`config.mk`:
```
export PLATFORM = sky130hd
export DESIGN_NAME = alu_issue_ctrl
export DESIGN_NICKNAME = d
export VERILOG_FILES = /design/src/rtl/alu_issue_ctrl_pkg.sv /design/src/rtl/alu_req_fifo.sv /design/src/rtl/alu_issue_ctrl.sv
export SDC_FILE = /design/constraint.sdc
export NUM_CORES = 1
export LEC_CHECK = 0
export CAP_MARGIN = 10
export CELL_PAD_IN_SITES_DETAIL_PLACEMENT = 0
export CELL_PAD_IN_SITES_GLOBAL_PLACEMENT = 1
export CORE_MARGIN = 3
export CORE_UTILIZATION = 45
export DETAILED_ROUTE_END_ITERATION = 10
export HOLD_SLACK_MARGIN = 0.12
export PLACE_DENSITY_LB_ADDON = 0.1
export RECOVER_POWER = 50
export SLEW_MARGIN = 10
export SYNTH_ARGS = -nofsm -noshare
export SYNTH_HDL_FRONTEND = slang
export SYNTH_SLANG_ARGS = --single-unit
export TNS_END_PERCENT = 10
```
`constraint.sdc`:
```
create_clock -name clk -period 5.77 [get_ports clk]
set_input_delay 1.731 -clock clk [delete_from_list [all_inputs] [get_ports clk]]
set_output_delay 1.731 -clock clk [all_outputs]
set_load 0.01 [all_outputs]
```
`src/rtl/alu_issue_ctrl_pkg.sv`:
```
// Shared opcodes, instruction field layout and FSM encoding for the ALU issuer.
// Pure declarations: no latency and no handshake.
package alu_issue_ctrl_pkg;

    localparam logic [2:0] OP_NOP  = 3'd0;
    localparam logic [2:0] OP_ADD  = 3'd1;
    localparam logic [2:0] OP_SUB  = 3'd2;
    localparam logic [2:0] OP_UMUL = 3'd3;
    localparam logic [2:0] OP_SMUL = 3'd4;
    localparam logic [2:0] OP_FADD = 3'd5;
    localparam logic [2:0] OP_FMUL = 3'd6;
    localparam logic [2:0] OP_CMP  = 3'd7;

    localparam int OPC_MSB = 26;
    localparam int OPC_LSB = 24;
    localparam int OP1_MSB = 23;
    localparam int OP1_LSB = 12;
    localparam int OP2_MSB = 11;
    localparam int OP2_LSB = 0;

    localparam int INSTR_W = 27;
    localparam int DATA_W  = 12;

    typedef enum logic [1:0] {
        IDLE = 2'd0,
        EXEC = 2'd1,
        RESP = 2'd2
    } state_t;

endpackage

```
`src/rtl/alu_req_fifo.sv`:
```
// Request FIFO: pop_dat shows the head combinationally, push/pop take effect on the clock edge.
// Backpressure: full comes from the registered count, so a same-cycle pop never admits a push.
module alu_req_fifo #(
    parameter int DEPTH = 4,
    parameter int W     = 31
) (
    input  logic         clk,
    input  logic         rst,
    input  logic         push,
    input  logic [W-1:0] push_dat,
    input  logic         pop,
    output logic [W-1:0] pop_dat,
    output logic         full,
    output logic         empty
);

    localparam int AW = $clog2(DEPTH);

    logic [W-1:0]  mem_q [DEPTH];
    logic [AW-1:0] wr_ptr_q, wr_ptr_d;
    logic [AW-1:0] rd_ptr_q, rd_ptr_d;
    logic [AW:0]   count_q, count_d;
    logic          do_push, do_pop;

    assign full    = (count_q == (AW+1)'(DEPTH));
    assign empty   = (count_q == '0);
    assign pop_dat = mem_q[rd_ptr_q];

    always_comb begin
        do_push  = push && !full;
        do_pop   = pop && !empty;
        wr_ptr_d = wr_ptr_q;
        rd_ptr_d = rd_ptr_q;
        count_d  = count_q;
        if (do_push) wr_ptr_d = wr_ptr_q + AW'(1);
        if (do_pop)  rd_ptr_d = rd_ptr_q + AW'(1);
        case ({do_push, do_pop})
            2'b10:   count_d = count_q + (AW+1)'(1);
            2'b01:   count_d = count_q - (AW+1)'(1);
            default: count_d = count_q;
        endcase
    end

    always_ff @(posedge clk) begin
        if (rst) begin
            wr_ptr_q <= '0;
            rd_ptr_q <= '0;
            count_q  <= '0;
        end else begin
            wr_ptr_q <= wr_ptr_d;
            rd_ptr_q <= rd_ptr_d;
            count_q  <= count_d;
        end
    end

    // Storage needs no reset: the count alone decides what is valid.
    always_ff @(posedge clk) begin
        if (do_push) mem_q[wr_ptr_q] <= push_dat;
    end

endmodule

```
`src/rtl/alu_issue_ctrl.sv`:
```
// Issues buffered ALU requests one at a time and returns results in order with their tags.
// Request-to-response latency 3 cycles when idle; rsp_valid holds until rsp_ready, req_ready = !full.
module alu_issue_ctrl
    import alu_issue_ctrl_pkg::*;
#(
    parameter int DEPTH = 4,
    parameter int TAG_W = 4
) (
    input  logic               clk,
    input  logic               rst,
    input  logic               req_valid,
    output logic               req_ready,
    input  logic [2:0]         req_opcode,
    input  logic [DATA_W-1:0]  req_op1,
    input  logic [DATA_W-1:0]  req_op2,
    input  logic [TAG_W-1:0]   req_tag,
    output logic [INSTR_W-1:0] alu_instruction,
    input  logic [DATA_W-1:0]  alu_result,
    output logic               rsp_valid,
    input  logic               rsp_ready,
    output logic [DATA_W-1:0]  rsp_data,
    output logic [TAG_W-1:0]   rsp_tag,
    output logic [15:0]        issue_count,
    output logic               busy
);

    localparam int FIFO_W = INSTR_W + TAG_W;

    logic              fifo_full, fifo_empty, fifo_pop;
    logic [FIFO_W-1:0] fifo_dat;

    state_t             state_q, state_d;
    logic [INSTR_W-1:0] instr_q, instr_d;
    logic [TAG_W-1:0]   tag_q, tag_d;
    logic               rsp_valid_q, rsp_valid_d;
    logic [DATA_W-1:0]  rsp_data_q, rsp_data_d;
    logic [TAG_W-1:0]   rsp_tag_q, rsp_tag_d;
    logic [15:0]        issue_count_q, issue_count_d;

    alu_req_fifo #(
        .DEPTH (DEPTH),
        .W     (FIFO_W)
    ) u_fifo (
        .clk      (clk),
        .rst      (rst),
        .push     (req_valid && !fifo_full),
        .push_dat ({req_opcode, req_op1, req_op2, req_tag}),
        .pop      (fifo_pop),
        .pop_dat  (fifo_dat),
        .full     (fifo_full),
        .empty    (fifo_empty)
    );

    assign req_ready       = !fifo_full;
    assign alu_instruction = instr_q;
    assign rsp_valid       = rsp_valid_q;
    assign rsp_data        = rsp_data_q;
    assign rsp_tag         = rsp_tag_q;
    assign issue_count     = issue_count_q;
    assign busy            = !fifo_empty || (state_q != IDLE);

    always_comb begin
        state_d       = state_q;
        instr_d       = instr_q;
        tag_d         = tag_q;
        rsp_valid_d   = rsp_valid_q;
        rsp_data_d    = rsp_data_q;
        rsp_tag_d     = rsp_tag_q;
        issue_count_d = issue_count_q;
        fifo_pop      = 1'b0;
        case (state_q)
            IDLE: begin
                if (!fifo_empty) begin
                    fifo_pop = 1'b1;
                    instr_d  = fifo_dat[FIFO_W-1:TAG_W];
                    tag_d    = fifo_dat[TAG_W-1:0];
                    state_d  = EXEC;
                end
            end
            EXEC: begin
                rsp_data_d  = alu_result;
                rsp_tag_d   = tag_q;
                rsp_valid_d = 1'b1;
                state_d     = RESP;
            end
            RESP: begin
                if (rsp_valid_q && rsp_ready) begin
                    rsp_valid_d   = 1'b0;
                    issue_count_d = issue_count_q + 16'd1;
                    // Chain straight into the next request to sustain one response per 2 cycles.
                    if (!fifo_empty) begin
                        fifo_pop = 1'b1;
                        instr_d  = fifo_dat[FIFO_W-1:TAG_W];
                        tag_d    = fifo_dat[TAG_W-1:0];
                        state_d  = EXEC;
                    end else begin
                        instr_d = '0;
                        state_d = IDLE;
                    end
                end
            end
            default: state_d = IDLE;
        endcase
    end

    always_ff @(posedge clk) begin
        if (rst) begin
            state_q       <= IDLE;
            instr_q       <= '0;
            tag_q         <= '0;
            rsp_valid_q   <= 1'b0;
            rsp_data_q    <= '0;
            rsp_tag_q     <= '0;
            issue_count_q <= '0;
        end else begin
            state_q       <= state_d;
            instr_q       <= instr_d;
            tag_q         <= tag_d;
            rsp_valid_q   <= rsp_valid_d;
            rsp_data_q    <= rsp_data_d;
            rsp_tag_q     <= rsp_tag_d;
            issue_count_q <= issue_count_d;
        end
    end

endmodule

```
==> results.txt <==
- In this run the power density over the cells is between 400 and 500 nW/um2.
- From left edge to right edge, the die measures roughly 130 um.
- Minimum setup slack after placement: ~1400 ps
- The clock network burns between 20 and 30% of the power.
* Met2 Track Usage GR: about 27%
- The first global-routing pass estimated between 20 and 25 mm of wire.
* Final setup viols: 0
- The worst-case IR drop observed on VDD is ~0.25 mV.
* Critical path cell sequence: clkbuf_1 > nor4_4 > clkbuf_1 > a22o_1
* Remaining Overflow, GRT: 0
- Cell internal power was estimated by the tool at ~3.0 mW.
* Class of the most critical setup path: in -> reg
- In this run, post-CTS hold repair placed 0 buffers.
- RSZ-0062 raised after global routing: no
* Initial Utilization: between 40 and 50%
* Combinational share of power: ~25%
- Met3 track utilization from global routing: slightly above 4%
- At the pin with the least slew margin, the transition time is approximately 2200 ps.
* Synth cell types: 38
* Number of pins exceeding their max-slew limit in the final report: ~140
- CTS built an H-tree with a depth of 4.
- Placed wire-length estimate after detailed placement: between 7 and 8 mm
- Headroom to the max-slew limit came out at -47.7%.
- Final Skew: roughly 7 ps
- Of all cell types, the one taking the most synthesized area is sky130_fd_sc_hd__edfxtp_1.
* Most heavily used metal layer in global routing: met2
- Std cell rows: 45
- Filler cell count in the final layout: around 1200
- Final routed wire length divided by cell count: ~17 um
* Total power of the final layout: 4.17 mW
- CTS saw just under 200 sinks.
- # IOs: between 100 and 150
- CTS Root Cell: sky130_fd_sc_hd__clkbuf_16
- Total vias in the final route: a little over 4000
- Leakage power of the design: about 3 nW
- The flow ran to the end, but the final reports show violations.
* Sequential-to-total area share from yosys stat: between 70 and 80%
* Via-to-Cell Ratio: 5.16
* Clock input transition at the sequential cells of the worst setup and hold paths: 60 ps
* Required time worst endpoint: roughly 6100 ps
- Syn avg cell area: about 16 um2
- The first detailed-routing pass took 4 iterations.
* CTS buffer count: 17
- Largest cells by area after synthesis: sky130_fd_sc_hd__edfxtp_1, sky130_fd_sc_hd__dfxtp_1, sky130_fd_sc_hd__mux4_2
* Cell count after synthesis: between 400 and 500
* Net Count, Synth: 511
- The clock period could shrink to between 4000 and 5000 ps.
- Together, buffers and inverters on the worst path number 2.
* Sequential power share: a little under half
- In this run, the number of DRC markers left after iteration 0 of detailed routing was roughly 220.
* Total track usage: roughly 16%
- Max Cap Violations: 4
* Final TNS setup: 0 ps
- Count of port buffers added during placement: between 100 and 150
- Yosys warning count: 0
* Met1 GRT Util: 20.7%
* Die area: between 15000 and 20000 um2
* Part of the cycle the worst path needs: around 72%
- Maximum number of pins on one net before global-route repair: 50
* Crit path setup slack, layout: around 1600 ps
- The synthesized netlist occupies a cell area of between 7000 and 8000 um2.
* Vertical die dimension: 133 um
- The final layout contains 620 nets.
- On the critical path, the stage with the largest delay is an instance of sky130_fd_sc_hd__clkbuf_1.
* GPL Wtd Cong: between 0.6 and 0.7
- In this run the remaining antenna-violating nets after routing total 0.
- Via count of the first global-routing pass: ~4200
* Synthesis-stage register bit count: 199
- Placeable core area: 15500 um2
- For the worst setup path, the data arrival time is between 4000 and 5000 ps.
* NetSw: around 1.2 mW
- Total wire length: approximately 14 mm
- The min-delay analysis places its worst path in the category reg -> reg.
* Max frequency: roughly 240 MHz
- The final reports fail on max-capacitance violations, max-slew violations.
- Area of placed instances: roughly 8600 um2
- Sw Share: around 28%
- STA classifies the critical path endpoint as a flip-flop.
- Post-cts repair resize count: 0
- Portion of synthesized cell area occupied by the leading cell type: between 50% and 60%
* Element type at the critical path start: primary input
- Share of cells above drive strength 1: about an eighth
* Most repeated library cell on the critical path: sky130_fd_sc_hd__clkbuf_1
- Number of antenna violations at the first check in global routing: 1
* Layout area overhead: 26.1%
* Kind of cell with the highest combined delay on the critical path: buffers and inverters
- TritonCTS built the clock tree.
- Final design area excluding fillers: between 9000 and 10000 um2
- For the worst-skew pair, the clock arrives at the later sink with an insertion delay of between 400 and 500 ps.
- Count of unresolved DRC violations after routing: 0
- Post-CTS Setup Repair Bufs: 0
* Clk buf depth: 2
* Critical path's largest stage delay: around 1600 ps
- Number of failing hold endpoints at the final stage: 0
- In this run the worst path has a maximum fanout of 49.
[power by group through the flow]
| stage | logic, mW | registers (mW) | clock network [mW] |
|---|---|---|---|
| after floorplan | 0.603 | 1.93 | 0 |
| after global placement | 1.04 | 1.94 | 0 |
| after detailed placement | 1.05 | 1.94 | 0 |
| after CTS | 1.06 | 1.91 | 1.26 |
| after global routing | 1.12 | 1.94 | 1.32 |
| final | 1.02 | 1.91 | 1.23 |
[metrics by stage]
| step | instances | util, % | hold slack, ps |
|---|---|---|---|
| finish | 791 | 59.1 | 452 |
| global route | 790 | 59.1 | 479 |
| CTS | 790 | 59.1 | 456 |
| detailed placement | 758 | 55.1 | 446 |
| global placement | 758 | 55.1 | 442 |
| floorplan | 457 | - | 431 |
[layout make-up]
class | count | area [um2] | area share (%)
Multi-Input combinational cell | 229 | 1940 | 21.1
Inverter | 7 | 26.3 | 0.286
Timing Repair Buffer | 112 | 1100 | 12.0
Clock inverter | 14 | 183 | 1.99
Tap cell | 211 | 264 | 2.87
Antenna cell | 1 | 2.50 | 0.0272
Sequential cell | 199 | 5230 | 56.9
Clock buffer | 18 | 439 | 4.78
[cells in the final DEF (no fill, tap or decap), types with 3 or more instances in the layout]
master                            instances
sky130_fd_sc_hd__nand3_1                  6
sky130_fd_sc_hd__nor4_1                   5
sky130_fd_sc_hd__clkbuf_16               17
sky130_fd_sc_hd__nand2b_1                 3
sky130_fd_sc_hd__xor2_1                   5
sky130_fd_sc_hd__dfxtp_1                 73
sky130_fd_sc_hd__edfxtp_1               124
sky130_fd_sc_hd__mux2i_1                  5
sky130_fd_sc_hd__and3_1                   3
sky130_fd_sc_hd__a21oi_1                 26
sky130_fd_sc_hd__a22o_1                  27
sky130_fd_sc_hd__dlygate4sd3_1           33
sky130_fd_sc_hd__nor2_1                  24
sky130_fd_sc_hd__buf_4                    3
sky130_fd_sc_hd__o21ai_0                  6
sky130_fd_sc_hd__inv_6                    5
sky130_fd_sc_hd__bufinv_16                3
sky130_fd_sc_hd__inv_1                    7
sky130_fd_sc_hd__or3_1                    7
sky130_fd_sc_hd__nand2_1                 40
sky130_fd_sc_hd__nor3_1                   5
sky130_fd_sc_hd__xnor2_1                  9
sky130_fd_sc_hd__nand4_1                  5
sky130_fd_sc_hd__ha_1                     6
sky130_fd_sc_hd__clkdlybuf4s50_1         74
sky130_fd_sc_hd__mux4_2                  31
[Yosys cell counts, drive strengths merged]
cell    count
or3b        1
nor2b       2
and2        1
nand3b      1
o21bai      1
clkbuf     11
a21oi      26
o21ai       6
inv         7
dfxtp      75
nor3        6
nand3       6
xnor2       9
edfxtp    124
xor2        5
nor4        6
a22o       27
and3        5
nand2b      3
nand2      40
and4        1
nor2       25
buf        11
or4         1
nand4       5
a21boi      1
fa          1
nor4b       1
ha          6
mux2i       5
mux4       31
or3         7
[final timing paths]
path	depth (start not counted)	startpoint	to	slack, ps
max reg2reg	8	rsp_valid	u_fifo.count_q[2]	3220
max	4	rst	alu_instruction[8]	1590
min	2	rsp_data[2]	rsp_data[2]	450
min reg2reg	2	rsp_data[2]	rsp_data[2]	450
[worst reg2reg max path, cell delays in order, from the launching register on]
cell                       delay, ps
sky130_fd_sc_hd__dfxtp_1         470
sky130_fd_sc_hd__a21boi_1        220
sky130_fd_sc_hd__nor3_2          470
sky130_fd_sc_hd__ha_1            280
sky130_fd_sc_hd__inv_1            60
sky130_fd_sc_hd__fa_1            370
sky130_fd_sc_hd__xor2_1          150
sky130_fd_sc_hd__or3_1           300
sky130_fd_sc_hd__a21oi_1         140
[routing by layer]
layer  vias to the layer above  routed length (um)
met4                         0                 173
li1                       1953                   -
met2                       113                6880
met3                        14                 729
met5                         -                   0
met1                      2005                5780
[kinds of logic after synthesis]
kind of cell,count (synthesis),synth area share (%)
adders and majority gates,7,1.31
DFF,199,71.7
xor gates and xnor gates,14,1.68
and+or+nand+nor,111,7.59
buffers and inverters,29,1.75
muxes,36,10.3
AOI/OAI and AO/OA,61,5.65
[sequential cells by signal (all words and copies together) (netlist names), named ones only]
register and cells:
alu_instruction 27, rsp_valid 1, u_fifo.wr_ptr_q 2, issue_count 16
rsp_tag 4, rsp_data 12, state_q 2, u_fifo.count_q 3
u_fifo.mem_q 124, tag_q 4, u_fifo.rd_ptr_q 2
Note: power is estimated with default switching activity, not from simulation.
